[src/rtl/pc_fetch_unit_pkg.sv]
// Shared types and constants for the instruction-fetch front end.
package pc_fetch_unit_pkg;

    // Fetch controller states
    typedef enum logic [1:0] {
        ST_IDLE  = 2'd0,
        ST_FETCH = 2'd1,
        ST_FAULT = 2'd2
    } fetch_state_e;

    // Byte distance between consecutive sequential fetches
    localparam int unsigned INSTR_STEP = 4;

    // PC loaded while reset is held
    localparam logic [63:0] DEFAULT_RESET_VECTOR = 64'h0000_0000_8000_0000;

    // Low address bits that must be zero for a legal fetch target.
    // With compressed instructions only bit 0 matters; otherwise bits 1:0.
    function automatic logic [1:0] align_mask(input bit c_ext);
        return c_ext ? 2'b01 : 2'b11;
    endfunction

endpackage

[src/rtl/pc_fetch_unit_adder.sv]
// Generic two-operand adder used for the sequential PC increment.
// PIPELINED=0 gives a purely combinational sum; PIPELINED=1 registers it.
module pc_fetch_unit_adder #(
    parameter int WIDTH     = 64,
    parameter bit PIPELINED = 1'b0
) (
    input  logic             clk_i,
    input  logic             rst_n_i,
    input  logic [WIDTH-1:0] p_i,
    input  logic [WIDTH-1:0] q_i,
    output logic [WIDTH-1:0] sum_o,
    output logic             carry_out_o,
    output logic             overflow_o
);

    logic [WIDTH:0]   full_sum;
    logic             ovf;

    assign full_sum = {1'b0, p_i} + {1'b0, q_i};
    assign ovf      = (p_i[WIDTH-1] == q_i[WIDTH-1]) && (full_sum[WIDTH-1] != p_i[WIDTH-1]);

    if (PIPELINED) begin : g_pipe
        logic [WIDTH-1:0] sum_q;
        logic             carry_q;
        logic             ovf_q;

        // Register the result for timing-critical contexts
        always_ff @(posedge clk_i or negedge rst_n_i) begin
            if (!rst_n_i) begin
                sum_q   <= '0;
                carry_q <= 1'b0;
                ovf_q   <= 1'b0;
            end else begin
                sum_q   <= full_sum[WIDTH-1:0];
                carry_q <= full_sum[WIDTH];
                ovf_q   <= ovf;
            end
        end

        assign sum_o       = sum_q;
        assign carry_out_o = carry_q;
        assign overflow_o  = ovf_q;
    end else begin : g_comb
        logic unused_clk_rst;
        assign unused_clk_rst = &{1'b0, clk_i, rst_n_i};

        assign sum_o       = full_sum[WIDTH-1:0];
        assign carry_out_o = full_sum[WIDTH];
        assign overflow_o  = ovf;
    end

endmodule

[src/rtl/pc_fetch_unit.sv]
// Instruction-fetch front end: owns the fetch PC, issues requests over a
// valid/ready handshake, applies branch/trap redirects and traps misaligned
// branch targets into a FAULT state until a trap redirect arrives.
module pc_fetch_unit
    import pc_fetch_unit_pkg::*;
#(
    parameter int              XLEN         = 64,
    parameter logic [XLEN-1:0] RESET_VECTOR = XLEN'(DEFAULT_RESET_VECTOR),
    parameter bit              C_EXT        = 1'b1
) (
    input  logic            clk,
    input  logic            rst_n,
    input  logic            stall_i,
    input  logic            branch_taken_i,
    input  logic [XLEN-1:0] branch_target_i,
    input  logic            trap_redirect_i,
    input  logic [XLEN-1:0] trap_vector_i,
    output logic            imem_req_valid_o,
    input  logic            imem_req_ready_i,
    output logic [XLEN-1:0] imem_addr_o,
    output logic            flush_o,
    output logic            misalign_o,
    output logic [XLEN-1:0] misalign_addr_o,
    output logic [31:0]     fetch_count_o
);

    fetch_state_e    state_q, state_d;
    logic [XLEN-1:0] pc_q, pc_d;
    logic            pend_q, pend_d;
    logic            flush_q, flush_d;
    logic            mis_q, mis_d;
    logic [XLEN-1:0] mis_addr_q, mis_addr_d;
    logic [31:0]     cnt_q, cnt_d;

    logic [XLEN-1:0] pc_plus_step;
    logic            adder_unused_carry;
    logic            adder_unused_ovf;
    logic            req_valid;
    logic            fire;
    logic            target_misaligned;

    pc_fetch_unit_adder #(
        .WIDTH     (XLEN),
        .PIPELINED (1'b0)
    ) u_pc_adder (
        .clk_i       (clk),
        .rst_n_i     (rst_n),
        .p_i         (pc_q),
        .q_i         (XLEN'(INSTR_STEP)),
        .sum_o       (pc_plus_step),
        .carry_out_o (adder_unused_carry),
        .overflow_o  (adder_unused_ovf)
    );

    // A pending request keeps valid high through stall until it is accepted
    assign req_valid         = (state_q == ST_FETCH) && (pend_q || !stall_i);
    assign fire              = req_valid && imem_req_ready_i;
    assign target_misaligned = |(branch_target_i[1:0] & align_mask(C_EXT));

    // Next-state, next-PC selection and handshake bookkeeping
    always_comb begin
        state_d    = state_q;
        pc_d       = pc_q;
        pend_d     = pend_q;
        flush_d    = 1'b0;
        mis_d      = mis_q;
        mis_addr_d = mis_addr_q;
        cnt_d      = cnt_q + {31'd0, fire};

        unique case (state_q)
            ST_IDLE: begin
                state_d = ST_FETCH;
            end
            ST_FETCH: begin
                if (trap_redirect_i) begin
                    pc_d    = trap_vector_i;
                    flush_d = 1'b1;
                    mis_d   = 1'b0;
                    pend_d  = 1'b0;
                end else if (branch_taken_i) begin
                    flush_d = 1'b1;
                    pend_d  = 1'b0;
                    if (target_misaligned) begin
                        mis_d      = 1'b1;
                        mis_addr_d = branch_target_i;
                        state_d    = ST_FAULT;
                    end else begin
                        pc_d = branch_target_i;
                    end
                end else if (fire) begin
                    pc_d   = pc_plus_step;
                    pend_d = 1'b0;
                end else if (req_valid) begin
                    pend_d = 1'b1;
                end
            end
            ST_FAULT: begin
                if (trap_redirect_i) begin
                    pc_d    = trap_vector_i;
                    flush_d = 1'b1;
                    mis_d   = 1'b0;
                    pend_d  = 1'b0;
                    state_d = ST_FETCH;
                end
            end
            default: begin
                state_d = ST_IDLE;
            end
        endcase
    end

    // State registers; async reset abandons any in-flight request
    always_ff @(posedge clk or negedge rst_n) begin
        if (!rst_n) begin
            state_q    <= ST_IDLE;
            pc_q       <= RESET_VECTOR;
            pend_q     <= 1'b0;
            flush_q    <= 1'b0;
            mis_q      <= 1'b0;
            mis_addr_q <= '0;
            cnt_q      <= '0;
        end else begin
            state_q    <= state_d;
            pc_q       <= pc_d;
            pend_q     <= pend_d;
            flush_q    <= flush_d;
            mis_q      <= mis_d;
            mis_addr_q <= mis_addr_d;
            cnt_q      <= cnt_d;
        end
    end

    assign imem_req_valid_o = req_valid;
    assign imem_addr_o      = pc_q;
    assign flush_o          = flush_q;
    assign misalign_o       = mis_q;
    assign misalign_addr_o  = mis_addr_q;
    assign fetch_count_o    = cnt_q;

endmodule

[config.mk]
export PLATFORM = sky130hd
export DESIGN_NAME = pc_fetch_unit
export DESIGN_NICKNAME = d
export VERILOG_FILES = /design/src/rtl/pc_fetch_unit_pkg.sv /design/src/rtl/pc_fetch_unit_adder.sv /design/src/rtl/pc_fetch_unit.sv
export SDC_FILE = /design/constraint.sdc
export NUM_CORES = 1
export LEC_CHECK = 0
export ABC_CLOCK_PERIOD_IN_PS = 2860
export CORE_MARGIN = 4
export CORE_UTILIZATION = 47
export CTS_CLUSTER_SIZE = 25
export DETAILED_ROUTE_END_ITERATION = 12
export PLACE_DENSITY = 0.85
export SLEW_MARGIN = 25
export SYNTH_ARGS = -nofsm -noshare
export SYNTH_HDL_FRONTEND = slang
export SYNTH_SLANG_ARGS = --single-unit
[constraint.sdc]
create_clock -name clk -period 2.86 [get_ports clk]
set_clock_uncertainty 0.1 [all_clocks]
set_input_delay 0.715 -clock clk [delete_from_list [all_inputs] [get_ports clk]]
set_output_delay 0.715 -clock clk [all_outputs]
set_load 0.01 [all_outputs]
After elaboration in Yosys (flattened, before gate mapping)
Cells that the tools add are included.
- add/subtract/negate cells: 2
- muxes and demuxes: 25
- equality and inequality tests: 11
- reduce and logical (&&, ||, !) cells: 11
- bitwise logic cells: 1
- operator list (kind ; number):
    $mux W64 ; 5
    $pmux W64 S2 ; 1
    $add A64 B3 Y64 const B ; 1
    $add A32 B1 Y32 ; 1
    $reduce_and A4 Y1 ; 4
    $mux W1 ; 11
    $mux W2 ; 4
    $ne A2 B2 Y1 const B ; 4
    $ne A4 B4 Y1 const B ; 2
    $ne A3 B3 Y1 const B ; 2
    $pmux W1 S2 ; 3
    $pmux W2 S3 ; 1
    $ne A5 B5 Y1 const B ; 1
    $reduce_and A3 Y1 ; 1
    $eq A2 B1 Y1 const B ; 1
    $eq A2 B2 Y1 const B ; 1
    $logic_and A1 B1 Y1 ; 2
    $logic_not A2 Y1 ; 1
    $reduce_bool A2 Y1 ; 1
    $logic_not A1 Y1 ; 1
    $logic_or A1 B1 Y1 ; 1
    $not A1 Y1 ; 1
- bits of input ports: 134
- output and inout port bits: 163
- word-level logic and storage cells: 57
- bits in registers: 165

Logic depth before layout (Yosys ltp)
- depth after elaboration: 8
- mapped depth: 11
- gate-level depth less buffers: 10

Cells and area by module
A second synthesis with hierarchy kept.
- cells, all modules: 1214
- area total of the unflattened synthesis: 11708.7 um^2
- modules (own cells, without submodules) (module ; seq. area each (um^2) ; times used ; area each (um^2) ; cells an instance):
    pc_fetch_unit ; 4130.2 ; 1 ; 7903.8 ; 659
    pc_fetch_unit_adder ; 0.0 ; 1 ; 3804.9 ; 555

Worst setup path after synthesis
OpenSTA, ideal clock, no wires.
- kind: input-to-reg
- start: in stall_i
- end: reg cnt_q[21] (netlist: fetch_count_o[21])
- arrival: 2234 ps
- cell stages on the path: 8
- data required time: 2635 ps
- slack: 401 ps
- buffers on the path: 0
- library setup time: 125 ps
- cells stage by stage: nand2b_1 -> and3_1 -> ha_1 -> and4_1 -> nand2_1 -> nor4_1 -> nand3_1 -> xnor2_1
- word-level cells in the longest chain between the ends: 5
- ends and longest elaborated chain (element ; line ; RTL):
    start, declared ; pc_fetch_unit.sv:13 ; input logic stall_i,
    $logic_not A1 Y1 ; pc_fetch_unit.sv:56 ; assign req_valid = (state_q == ST_FETCH) && (pend_q || !stall_i);
    $logic_or A1 B1 Y1 ; pc_fetch_unit.sv:56 ;
    $logic_and A1 B1 Y1 ; pc_fetch_unit.sv:56 ;
    $logic_and A1 B1 Y1 ; pc_fetch_unit.sv:57 ; assign fire = req_valid && imem_req_ready_i;
    $add A32 B1 Y32 ; pc_fetch_unit.sv:68 ; cnt_d = cnt_q + {31'd0, fire};
    named net cnt_d[21] ; pc_fetch_unit.sv:33 ; logic [31:0] cnt_q, cnt_d;
    end signal, assigned ; pc_fetch_unit.sv:129 ; cnt_q <= cnt_d;
    end, declared ; pc_fetch_unit.sv:33 ;
The timed path passes the listed nets, and every way through them passes these cells.
A chain may end at the register's enable or synchronous reset.

Worst setup path in the final report
- start: in stall_i
- end: out imem_req_valid_o
- word-level cells in the longest chain between the ends: 3
- ends and longest elaborated chain (element ; line ; RTL):
    $logic_not A1 Y1 ; pc_fetch_unit.sv:56 ;
    $logic_or A1 B1 Y1 ; pc_fetch_unit.sv:56 ;
    $logic_and A1 B1 Y1 ; pc_fetch_unit.sv:56 ;
    end, declared ; pc_fetch_unit.sv:18 ; output logic imem_req_valid_o,
No other way between the ends.

==> results.py <==
metrics = {
    "worst_setup_path": {
        "r2r_start": "state_q[0]",
        "cp.required_ns": 2.05,
        "critPathKind": "in -> out",
        "ff2ff_setup_slack_ns": 0.23,
        "endpoint_kind": "primary output",
        "rr_worst_depth": 9,
        "r2r_end": "imem_addr_o[52]",
        "setup.worst_path.end": "imem_req_valid_o",
        "start_kind": "primary input",
        "crit_arrival_ns": 1.98,
        "worstPathMaxFanout": 2,
        "cp-startpoint": "stall_i",
    },
    "cts": {
        "cts.clk_slew.worst_paths_ns": 0.06,
        "clkLatencyLatePin_ns": 0.43,
        "cts_buffers": 17,
        "h-tree-depth": 4,
        "clk_path_buf_depth": 2,
        "clk_root_buffer_cell": "clkbuf_16",
        "tritoncts": "built",
        "postCtsHoldBufs": 0,
        "numClockSinks": 165,
    },
    "status": {
        "status": "finished clean",
    },
    "pwr": {
        "ir_worst_vdd_uv": 599,
        "leakagePower_uw": 0.00536,
        "power_frac_seq_pct": 32.4,
        "switching_share_pct": 39.4,
        "switching_power_uw": 5320,
        "internal_power_uw": 8190,
        "comb_power_share_pct": 50.5,
        "p_per_area_mw_per_mm2": 1020,
        "pwr-share-clk_pct": 17.1,
    },
    "timing": {
        "report.final.slew_viol_count": 0,
        "slew_headroom_pct": 62.6,
        "setup_viol": 0,
        "fmax_ghz": 0.358,
        "rsz0062_at_grt": "false",
        "hold_violations": 0,
        "worst_pin_slew_ns": 0.557,
        "fin_crit_sh_pct": 97.7,
        "layout_min_cycle_time_ns": 2.79,
        "fin_tns_setup_ns": 0,
    },
    "placed_design": {
        "globalplace.congestion": 0.906,
        "io_buffer_count": 296,
        "dpl-instance-area_mm2": 0.0126,
        "hpwl_um": 23400,
    },
    "job": {
        "maxCapViolCount": 0,
    },
    "global_route": {
        "first_global_vias": 9068,
        "antenna_found_initial": 1,
        "grt_overflow": 0,
        "grt_pass1_wl_um": 50000,
        "grt_max_degree": 58,
        "grt_use_total_pct": 29.2,
    },
    "floorplanning": {
        "placementRows": 50,
        "die_y_um": 146,
        "ios": 297,
        "start_util_pct": 47.8,
        "die_w_um": 146,
        "die_area_mm2": 0.0214,
        "core_mm2": 0.0188,
    },
    "finish": {
        "layout-drive-gt1-share_pct": 15.1,
        "finalInstanceArea_mm2": 0.0132,
        "num-nets-final": 1375,
        "area_delta_synth_final_pct": 47.6,
    },
    "logic_synthesis": {
        "syn_nets": 1046,
        "ys_seq_elements": 165,
        "synth_edf_count": 0,
        "synth_top_area_share_pct": 45.7,
        "syn_area_per_cell_um2": 9.93,
        "yosys.cell_types.count": 63,
        "synthArstFlopShare_pct": 100,
        "yosysTopAreaCell": "dfrtp_1",
        "synthTopCellsByCount": "164 x dfrtp_1, 88 x nand2_1, 62 x o21ai_0",
        "ys_warn_count": 0,
        "synth.area.top_cells": "dfrtp_1 46%, mux2_2 7.4%, xnor2_1 4.3%, nand2_1 3.7%, o21ai_0 3.5%",
        "ys_seq_area_share_pct": 46.0,
        "yosysMostFrequentCell": "dfrtp_1",
        "synthesis.area_mm2": 0.00897,
        "synth_ff_type": "dfrtp_1",
        "netlist_instances": 904,
    },
    "route": {
        "routedWlPerCell_um": 21.4,
        "drtAntennaViolNets": 0,
        "viasPerCell": 6.05,
        "drt_iter0_markers": 683,
        "drt-total-wl_um": 31700,
        "via_count": 8957,
        "route.detailed.drc": 0,
        "dr.pass1.iters": 6,
    },
    "worst_hold_path": {
        "min_path_type": "in -> async",
    },
}
[timing repair]
item | in CTS | in global routing
buffers inserted | 1 | 0
pin swaps | 0 | 0
gates resized for setup | 1 | 1
setup endpoints to repair | 1 | 1
[metal layers]
metal | wire length, µm | global-route usage, %
met5 | 0 | 0
met4 | 918 | 9.31
met3 | 2910 | 7.39
met2 | 15300 | 48.6
met1 | 12600 | 37.5
[logic make-up (layout without fill, tap and decap cells)]
group	Yosys count	count (layout)	synth area share (%)
DFF	165	165	46.0
muxes	68	68	8.41
and+or+nand+nor	310	310	18.9
xor gates and xnor gates	71	71	6.93
buffers and inverters	68	410	2.96
AOI/OAI and AO/OA	214	214	15.6
adders and majority gates	8	8	1.12
other	0	1	0
[how the worst min path moves through the flow]
stage / startpoint / slack (ns) / end / depth (start not counted)
floorplan: rst_n / 0.32 / fetch_count_o[0] / 0
global placement: fetch_count_o[31] / 0.36 / fetch_count_o[31] / 1
detailed placement: fetch_count_o[31] / 0.37 / fetch_count_o[31] / 1
CTS: rst_n / 0.13 / fetch_count_o[3] / 1
global route: rst_n / 0.14 / fetch_count_o[2] / 1
finish: rst_n / 0.12 / fetch_count_o[3] / 1
[registers in the layout (all words and copies together), names as in the netlist]
register and flops:
pend_q 1, fetch_count_o 32, flush_o 1, misalign_o 1
state_q 2, misalign_addr_o 64, imem_addr_o 64
[worst max-delay path, stage by stage]
cell and delay (ns):
clkdlybuf4s50_1 0.44, nand2b_1 0.10, and2_1 0.17, clkdlybuf4s50_1 0.56
[power groups by stage]
stage / Sequential (µW) / Clock [µW] / Combinational [µW]
6_report: 4380 / 2320 / 6820
5_1_grt: 4520 / 2440 / 7290
4_1_cts: 4350 / 2340 / 6790
3_5_place_dp: 4360 / 0 / 6720
3_3_place_gp: 4310 / 0 / 6550
2_1_floorplan: 4630 / 0 / 2830
[cells in the final DEF, fill, tap and decap left out, drive strengths merged, types with 9 or more instances in the layout]
master and count:
mux2 59, xor2 27, xnor2 44, a21oi 58
clkbuf 21, nand3 52, nor2 54, nor3 23
a32oi 13, dfrtp 164, a32o 23, or3 9
and3 14, nor4 19, nand4 23, nand2 88
buf 68, o21ai 68, mux2i 9, clkdlybuf4s50 294
inv 17
[metrics by stage]
stage | hold WS (ns) | total power, µW | setup slack (ns) | cells | util, %
2_1_floorplan | 0.319 | 7460 | 0.401 | 904 | -
3_3_place_gp | 0.360 | 10900 | -0.108 | 1447 | 67.3
3_5_place_dp | 0.369 | 11100 | -0.155 | 1447 | 67.3
4_1_cts | 0.131 | 13500 | 0.0582 | 1480 | 70.5
5_1_grt | 0.137 | 14200 | 0.0258 | 1481 | 70.5
6_report | 0.120 | 13500 | 0.0661 | 1481 | 70.5
[cell type report]
class	count	area, µm²
Fill cell	1411	5530
Multi-Input combinational cell	671	4610
Sequential cell	165	4130
Timing Repair Buffer	362	3550
Clock buffer	21	460
Tap cell	234	293
Clock inverter	11	126
Inverter	16	60.1
Antenna cell	1	2.50
(Power assumes the default switching activity.)
